## src/rtl/acc_reg_n_if.sv

```systemverilog
// acc_reg_n_if -- bundles the control/data lines of the accumulator register.
//   E    : enable (driven by the control unit)
//   Op   : 3-bit operation select
//   In   : WIDTH-bit operand word
//   Out  : WIDTH-bit registered accumulator value
//   Z,N,C,V : registered status flags
// master = control-unit side, slave = accumulator side.
// WIDTH must match the WIDTH of the attached acc_reg_n.
interface acc_reg_n_if #(
  parameter int WIDTH = 16
);
  logic             E;
  logic [2:0]       Op;
  logic [WIDTH-1:0] In;
  logic [WIDTH-1:0] Out;
  logic             Z;
  logic             N;
  logic             C;
  logic             V;

  modport master (
    output E, Op, In,
    input  Out, Z, N, C, V
  );

  modport slave (
    input  E, Op, In,
    output Out, Z, N, C, V
  );
endinterface

```

## src/rtl/acc_reg_n.sv

```systemverilog
// acc_reg_n -- parametrised accumulator register with registered Z/N/C/V flags.
// On each enabled rising edge it holds, loads, or applies one ALU operation
// between its current contents and the operand word.
// Ports:
//   CLK   : clock, all state updates on the rising edge
//   reset : synchronous active-high reset, overrides E
//   bus   : acc_reg_n_if slave (E, Op, In in; Out, Z, N, C, V out)
// Parameters:
//   WIDTH       : data width (>= 2)
//   RESET_VALUE : Out after reset
//   SATURATE    : 1 clamps signed ADD/SUB overflow, 0 wraps
module acc_reg_n #(
  parameter int               WIDTH       = 16,
  parameter logic [WIDTH-1:0] RESET_VALUE = '0,
  parameter bit               SATURATE    = 1'b0
) (
  input logic         CLK,
  input logic         reset,
  acc_reg_n_if.slave  bus
);

  localparam logic [2:0] OP_HOLD = 3'b000;
  localparam logic [2:0] OP_LOAD = 3'b001;
  localparam logic [2:0] OP_ADD  = 3'b010;
  localparam logic [2:0] OP_SUB  = 3'b011;
  localparam logic [2:0] OP_AND  = 3'b100;
  localparam logic [2:0] OP_OR   = 3'b101;
  localparam logic [2:0] OP_SHL  = 3'b110;
  localparam logic [2:0] OP_SHR  = 3'b111;

  // Clamp targets for signed overflow.
  localparam logic [WIDTH-1:0] SAT_POS = {1'b0, {(WIDTH-1){1'b1}}};
  localparam logic [WIDTH-1:0] SAT_NEG = {1'b1, {(WIDTH-1){1'b0}}};

  logic [WIDTH-1:0] out_reg, out_next;
  logic             z_reg, z_next;
  logic             n_reg, n_next;
  logic             c_reg, c_next;
  logic             v_reg, v_next;

  logic [WIDTH:0]   sum_ext;
  logic [WIDTH:0]   diff_ext;
  logic             a_msb, b_msb;
  logic             add_ovf, sub_ovf;
  logic [WIDTH-1:0] clamp_val;

  // Both arithmetic results are built one bit wider so the top bit is the
  // unsigned carry (ADD) or borrow (SUB).
  assign sum_ext  = {1'b0, out_reg} + {1'b0, bus.In};
  assign diff_ext = {1'b0, out_reg} - {1'b0, bus.In};
  assign a_msb    = out_reg[WIDTH-1];
  assign b_msb    = bus.In[WIDTH-1];
  assign add_ovf  = (a_msb == b_msb) && (sum_ext[WIDTH-1] != a_msb);
  assign sub_ovf  = (a_msb != b_msb) && (diff_ext[WIDTH-1] != a_msb);
  // In both ADD and SUB overflow the true result has the sign of the old Out,
  // so that sign picks the clamp direction.
  assign clamp_val = a_msb ? SAT_NEG : SAT_POS;

  always_comb begin
    out_next = out_reg;
    z_next   = z_reg;
    n_next   = n_reg;
    c_next   = c_reg;
    v_next   = v_reg;
    if (bus.E && (bus.Op != OP_HOLD)) begin
      c_next = 1'b0;
      v_next = 1'b0;
      case (bus.Op)
        OP_LOAD: out_next = bus.In;
        OP_ADD: begin
          out_next = sum_ext[WIDTH-1:0];
          c_next   = sum_ext[WIDTH];
          v_next   = add_ovf;
          if (SATURATE && add_ovf) out_next = clamp_val;
        end
        OP_SUB: begin
          out_next = diff_ext[WIDTH-1:0];
          c_next   = diff_ext[WIDTH];
          v_next   = sub_ovf;
          if (SATURATE && sub_ovf) out_next = clamp_val;
        end
        OP_AND: out_next = out_reg & bus.In;
        OP_OR:  out_next = out_reg | bus.In;
        OP_SHL: begin
          out_next = {out_reg[WIDTH-2:0], 1'b0};
          c_next   = out_reg[WIDTH-1];
        end
        OP_SHR: begin
          out_next = {1'b0, out_reg[WIDTH-1:1]};
          c_next   = out_reg[0];
        end
        default: out_next = out_reg;
      endcase
      // Z and N follow the final, possibly clamped, result.
      z_next = (out_next == '0);
      n_next = out_next[WIDTH-1];
    end
  end

  always_ff @(posedge CLK) begin
    if (reset) begin
      out_reg <= RESET_VALUE;
      z_reg   <= (RESET_VALUE == '0);
      n_reg   <= RESET_VALUE[WIDTH-1];
      c_reg   <= 1'b0;
      v_reg   <= 1'b0;
    end else begin
      out_reg <= out_next;
      z_reg   <= z_next;
      n_reg   <= n_next;
      c_reg   <= c_next;
      v_reg   <= v_next;
    end
  end

  assign bus.Out = out_reg;
  assign bus.Z   = z_reg;
  assign bus.N   = n_reg;
  assign bus.C   = c_reg;
  assign bus.V   = v_reg;

endmodule

```

## src/flat_wrapper.sv

```systemverilog
// flat-port wrapper written by rule: the top's interface ports become plain ports
module acc_reg_n_flat 
#(
  parameter int               WIDTH       = 16,
  parameter logic [WIDTH-1:0] RESET_VALUE = '0,
  parameter bit               SATURATE    = 1'b0
)
  (CLK, reset, bus_E, bus_Op, bus_In, bus_Out, bus_Z, bus_N, bus_C, bus_V);
  acc_reg_n_if #(.WIDTH(WIDTH)) bus_i ();
  input logic CLK;
  input logic reset;
  input wire logic [$bits(bus_i.E)-1:0] bus_E;
  input wire logic [$bits(bus_i.Op)-1:0] bus_Op;
  input wire logic [$bits(bus_i.In)-1:0] bus_In;
  output wire logic [$bits(bus_i.Out)-1:0] bus_Out;
  output wire logic [$bits(bus_i.Z)-1:0] bus_Z;
  output wire logic [$bits(bus_i.N)-1:0] bus_N;
  output wire logic [$bits(bus_i.C)-1:0] bus_C;
  output wire logic [$bits(bus_i.V)-1:0] bus_V;
  assign bus_i.E = bus_E;
  assign bus_i.Op = bus_Op;
  assign bus_i.In = bus_In;
  assign bus_Out = bus_i.Out;
  assign bus_Z = bus_i.Z;
  assign bus_N = bus_i.N;
  assign bus_C = bus_i.C;
  assign bus_V = bus_i.V;
  acc_reg_n #(.WIDTH(WIDTH), .RESET_VALUE(RESET_VALUE), .SATURATE(SATURATE)) u_core (.CLK(CLK), .reset(reset), .bus(bus_i));
endmodule
```

## config.mk

```make
export PLATFORM = sky130hd
export DESIGN_NAME = acc_reg_n_flat
export DESIGN_NICKNAME = d
export VERILOG_FILES = /design/src/rtl/acc_reg_n_if.sv /design/src/rtl/acc_reg_n.sv /design/src/flat_wrapper.sv
export SDC_FILE = /design/constraint.sdc
export NUM_CORES = 1
export LEC_CHECK = 0
export CELL_PAD_IN_SITES_DETAIL_PLACEMENT = 1
export CELL_PAD_IN_SITES_GLOBAL_PLACEMENT = 1
export CORE_MARGIN = 2
export CORE_UTILIZATION = 38
export DETAILED_ROUTE_END_ITERATION = 8
export PLACE_DENSITY = 0.77
export SLEW_MARGIN = 20
export SYNTH_ARGS = -nofsm -noshare
export SYNTH_HDL_FRONTEND = slang
export SYNTH_SLANG_ARGS = --single-unit
```

## constraint.sdc

```tcl
create_clock -name CLK -period 4.1 [get_ports CLK]
set_input_delay 0.82 -clock CLK [delete_from_list [all_inputs] [get_ports CLK]]
set_output_delay 0.82 -clock CLK [all_outputs]
set_load 0.02 [all_outputs]
```

=== Yosys cells after proc, flatten, opt, wreduce, memory -nomap -nowiden ===
Cells that the tools add are included.

* Flip-flop bits (word level): 20
* Word-level logic and storage cells: 29

* Add/sub/neg operators: 2
* Equal/unequal tests: 11
* Mux-type cells: 4
* Bitwise operators: 2
* Reductions and logical operators: 5

{| class="wikitable"
|+ Operators by type and width
! cell !! number
|-
| 16-bit one-hot mux with 7 select lines || 1
|-
| 16-bit by 16-bit adder with 17-bit output || 1
|-
| 16-bit by 16-bit subtractor with 17-bit output || 1
|-
| 16-bit AND || 1
|-
| 16-bit logical NOT || 1
|-
| 16-bit two-way mux || 1
|-
| 16-bit bitwise OR || 1
|-
| 3-bit == test, second input constant || 4
|-
| 3-bit by 2-bit == test with 1-bit output, second input constant || 2
|-
| 1-bit one-hot mux with 4 select lines || 1
|-
| 3-bit by 1-bit == test with 1-bit output, second input constant || 1
|-
| 1-bit logical AND || 3
|-
| 1-bit != test || 3
|-
| 3-bit nonzero test || 1
|-
| 1-bit one-hot mux with 2 select lines || 1
|-
| 1-bit == test || 1
|}

=== Depth between registers and ports, before layout ===
* Word-level depth: 4
* Depth in mapped cells: 12
* Depth with buffers taken out: 12

=== Worst setup path after synthesis ===
OpenSTA, ideal clock, no wires.

* Path type: input -> register
* Start point: input port bus_In[0]
* End point: register u_core.z_reg, in the netlist u_core.bus.Z
* Setup time: 0.084 ns
* Data arrival time: 4.028 ns
* Slack: -0.012 ns
* Stages on the path: 11
* Path through: ha_1 -> fa_1 -> a21o_1 -> a221o_1 -> o31a_1 -> a221o_1 -> a222oi_1 -> o2111ai_1 -> or4b_1 -> or4_1 -> o31ai_2

* Longest elaborated chain between the ends: 4
* Elaborated cells on any way between the ends: 7
* Classes of those cells: 2 x add/sub; 2 x mux; 2 x bitwise; 1 x reduce/logical

{| class="wikitable"
|+ Ends and longest elaborated chain
! what !! RTL line !! text
|-
| start, declared || flat_wrapper.sv:14 || <nowiki>input wire logic [$bits(bus_i.In)-1:0] bus_In;</nowiki>
|-
| 16-bit by 16-bit subtractor with 17-bit output, or another cell as far along || acc_reg_n.sv:50 || <nowiki>assign diff_ext = {1'b0, out_reg} - {1'b0, bus.In};</nowiki>
|-
| 16-bit one-hot mux with 7 select lines (*) || acc_reg_n.sv:68 || <nowiki>case (bus.Op)</nowiki>
|-
| 16-bit two-way mux (*) || acc_reg_n.sv:65 || <nowiki>if (bus.E && (bus.Op != OP_HOLD)) begin</nowiki>
|-
| 16-bit logical NOT (*) || acc_reg_n.sv:95 || <nowiki>z_next = (out_next == '0);</nowiki>
|-
| end signal, assigned || acc_reg_n.sv:103 || <nowiki>z_reg <= (RESET_VALUE == '0);</nowiki>
|-
| end signal, assigned || acc_reg_n.sv:109 || <nowiki>z_reg <= z_next;</nowiki>
|-
| end, declared || acc_reg_n.sv:36 || <nowiki>logic z_reg, z_next;</nowiki>
|}

Every way passes the cells marked *; elsewhere a longest branch is shown, timed or not. The select of a mux whose other input is x is not followed.
A chain may end at the register's enable or synchronous reset.

=== Worst setup path in the final report ===
Same ends and word-level chain as after synthesis.

==> flow_summary.toml <==
[status]
status = "finished, violations left"
violations = "negative setup slack"

[drt]
drc = 0
wl_per_cell_um = 21.7
viasPerCell = 6.11
drt_iter0_drc = 229
wirelength_um = 16500
num_vias = 4644
postRouteAntennaNets = 0
drt_pass1_iterations = 4

[grt]
antenna_found_initial = 0
grtUsageMet1 = 0.426
use_met2 = 0.552
grt.overflow.total = 0
grtUsageTotal = 0.326
top_usage_layer = "met2"
grtUsageMet3 = 0.0359
grt_pass1_vias = 4903
grt_pass1_wl_um = 26200
grt_max_degree = 21

[clock_network]
clock-root-buffer = "clkbuf_8"
postCtsHoldBufs = 0
clkLatencyLatePin_ns = 0.26
htree_levels = 1
cts_made_buffers = 3
cts_tree = "yes"
cts_sinks = 19
path_clk_slew_ns = 0.08
clockBufferDepth = 2

[logic_synthesis]
yosysTopAreaCell = "ha_1"
synth_async_sr_flop_share = 0
synthCells = 504
synth_nets = 579
ys.flop_type = "dfxtp_1"
yosys-top-cells-area = "ha_1, dfxtp_1, a21oi_1, inv_1, nor2_1"
ys_seq_area_frac = 0.105
synth_top_area_share = 0.176
ys_types = 76
synth_edf_count = 0
synth.avg_cell_area_um2 = 7.21
syn_area_um2 = 3630
synth_seq_cells = 19
ys_warn_count = 0

[worst_setup_path]
cp.required_ns = 4.28
cp.arrival_ns = 4.36
cp-end-kind = "flop"
crit_type = "input port to flop"
startpoint_type = "input port"
cp_max_fo = 4

[timing]
finalCritPeriodShare = 1.02
skew_ns = 0.00136
final-max-slew-violation-count = 0
slew_headroom = 0.426
worstMarginPinSlew_ns = 0.862
hold_viol = 0
rsz0062_at_grt = "yes"
finalCriticalPeriod_ns = 4.18
finalSetupViolCount = 1
max_clock_freq_ghz = 0.239
worst_slack_ns = -0.0757

[final_layout]
area_growth_pct = 39.8
layout.nets = 707
antenna_cells = 0
fill_cells = 1159
multi_input_area_um2 = 3040
mostFrequentLayoutCells = "buf_4, ha_1, inv_1"
layout_commonest_cell = "buf_4"
fin_area_um2 = 5080
regArea_um2 = 380
drive_gt1_frac = 0.242

[die]
die_w_um = 102
top_level_ports = 42
fp.coreArea_um2 = 9240
die_y_um = 102
dieArea_um2 = 10400
start_util = 0.393
rows = 35

[job]
maxCapViolations = 0

[power_and_ir_drop]
p_leak_nw = 2.26
power_per_cell_area_nw_per_um2 = 224
finalPower_mw = 1.14
peakVddDrop_mv = 0.126

[placed_design]
io_buffers = 41
hpwlAfterDp_um = 12600
gp_congestion = 0.978
dpl_cell_area_um2 = 4870

[min_path]
min_path_type = "flop to flop"
[flip-flops by register name (all words and copies together) (netlist names)]
signal          flops
u_core.bus.C        1
u_core.bus.N        1
u_core.bus.Out     15
u_core.bus.V        1
u_core.bus.Z        1
[layout make-up]
type	count	share of cell area
Clock inverter	1	0.000986
Clock buffer	3	0.00813
Inverter	49	0.0362
Sequential cell	19	0.0749
Timing Repair Buffer	156	0.249
Tap cell	129	0.0318
Multi-Input combinational cell	403	0.599
[logic make-up after synthesis]
kind of cell / count (synthesis) / synth area share
compound gates: 186 / 0.367
simple gates: 149 / 0.207
buf+inv: 82 / 0.0892
flops: 19 / 0.105
fa+ha+maj: 53 / 0.187
mux: 15 / 0.0455
[power by group]
part | total (mW) | internal, mW | switching, mW
combinational | 0.766 | 0.346 | 0.419
clock | 0.136 | 0.0677 | 0.0683
sequential | 0.236 | 0.202 | 0.0339
[final timing paths]
check	startpoint	endpoint	slack, ns	depth (start not counted)
worst max-delay path	bus_In[0]	u_core.bus.Z	-0.08	12
worst min-delay path	u_core.bus.V	u_core.bus.V	0.47	2
worst max register to register	u_core.bus.Out[0]	u_core.bus.Z	0.10	12
worst min register to register	u_core.bus.V	u_core.bus.V	0.47	2
[per-stage QoR]
stage / std cells / setup WS, ns / setup TNS (ns) / util / hold slack [ns]
2_1_floorplan: 504 / 0.0164 / 0 / - / 0.535
3_3_place_gp: 748 / -0.800 / -1.77 / 0.527 / 0.445
3_5_place_dp: 748 / -0.882 / -2.81 / 0.527 / 0.465
4_1_cts: 760 / -0.0105 / -0.0105 / 0.547 / 0.476
5_1_grt: 760 / -0.183 / -0.183 / 0.549 / 0.502
6_report: 760 / -0.0757 / -0.0757 / 0.549 / 0.474
[metal layers]
metal / part of all wire / wire length (µm)
met5: 0 / 0
met4: 0.032 / 529
met3: 0.057 / 938
met2: 0.48 / 7890
met1: 0.43 / 7100
[worst max-delay path, stage by stage]
cell and delay (ns):
buf_8 0.11, ha_4 0.16, fa_2 0.34, a21o_1 0.23
a221o_1 0.35, o31a_1 0.27, a221o_1 0.34, a222oi_1 0.37
o2111ai_1 0.21, or4b_4 0.56, or4_4 0.43, o31ai_2 0.17
[cells in the mapped netlist, drive strengths merged (3+ instances only)]
cell and instances:
ha 51, inv 48, a21oi 42, nor2 40, nand2 29, o21ai 23, clkbuf 20, dfxtp 19
nand2b 14, a211oi 13, buf 13, nand3 13, mux2i 12, nor3 10, o22ai 10, a22oi 8
nor2b 7, o211ai 7, a2111oi 6, or3 6, a21o 5, a221oi 5, a311oi 5, a31oi 5
and3 5, o221a 5, o31ai 5, a22o 4, and2 4, nand4 4, o2111ai 4, o221ai 4
o311ai 4, a211o 3, a221o 3, nor3b 3, o21a 3, o21bai 3, o31a 3, o41ai 3
or2 3, or4 3
[timing repair]
action                                  CTS  global route
endpoints found under the setup margin    4             3
pin swaps                                 7             7
buffers inserted                          8             0
resized for setup                        31             5
No activity file was read; power rests on OpenSTA's default activity.
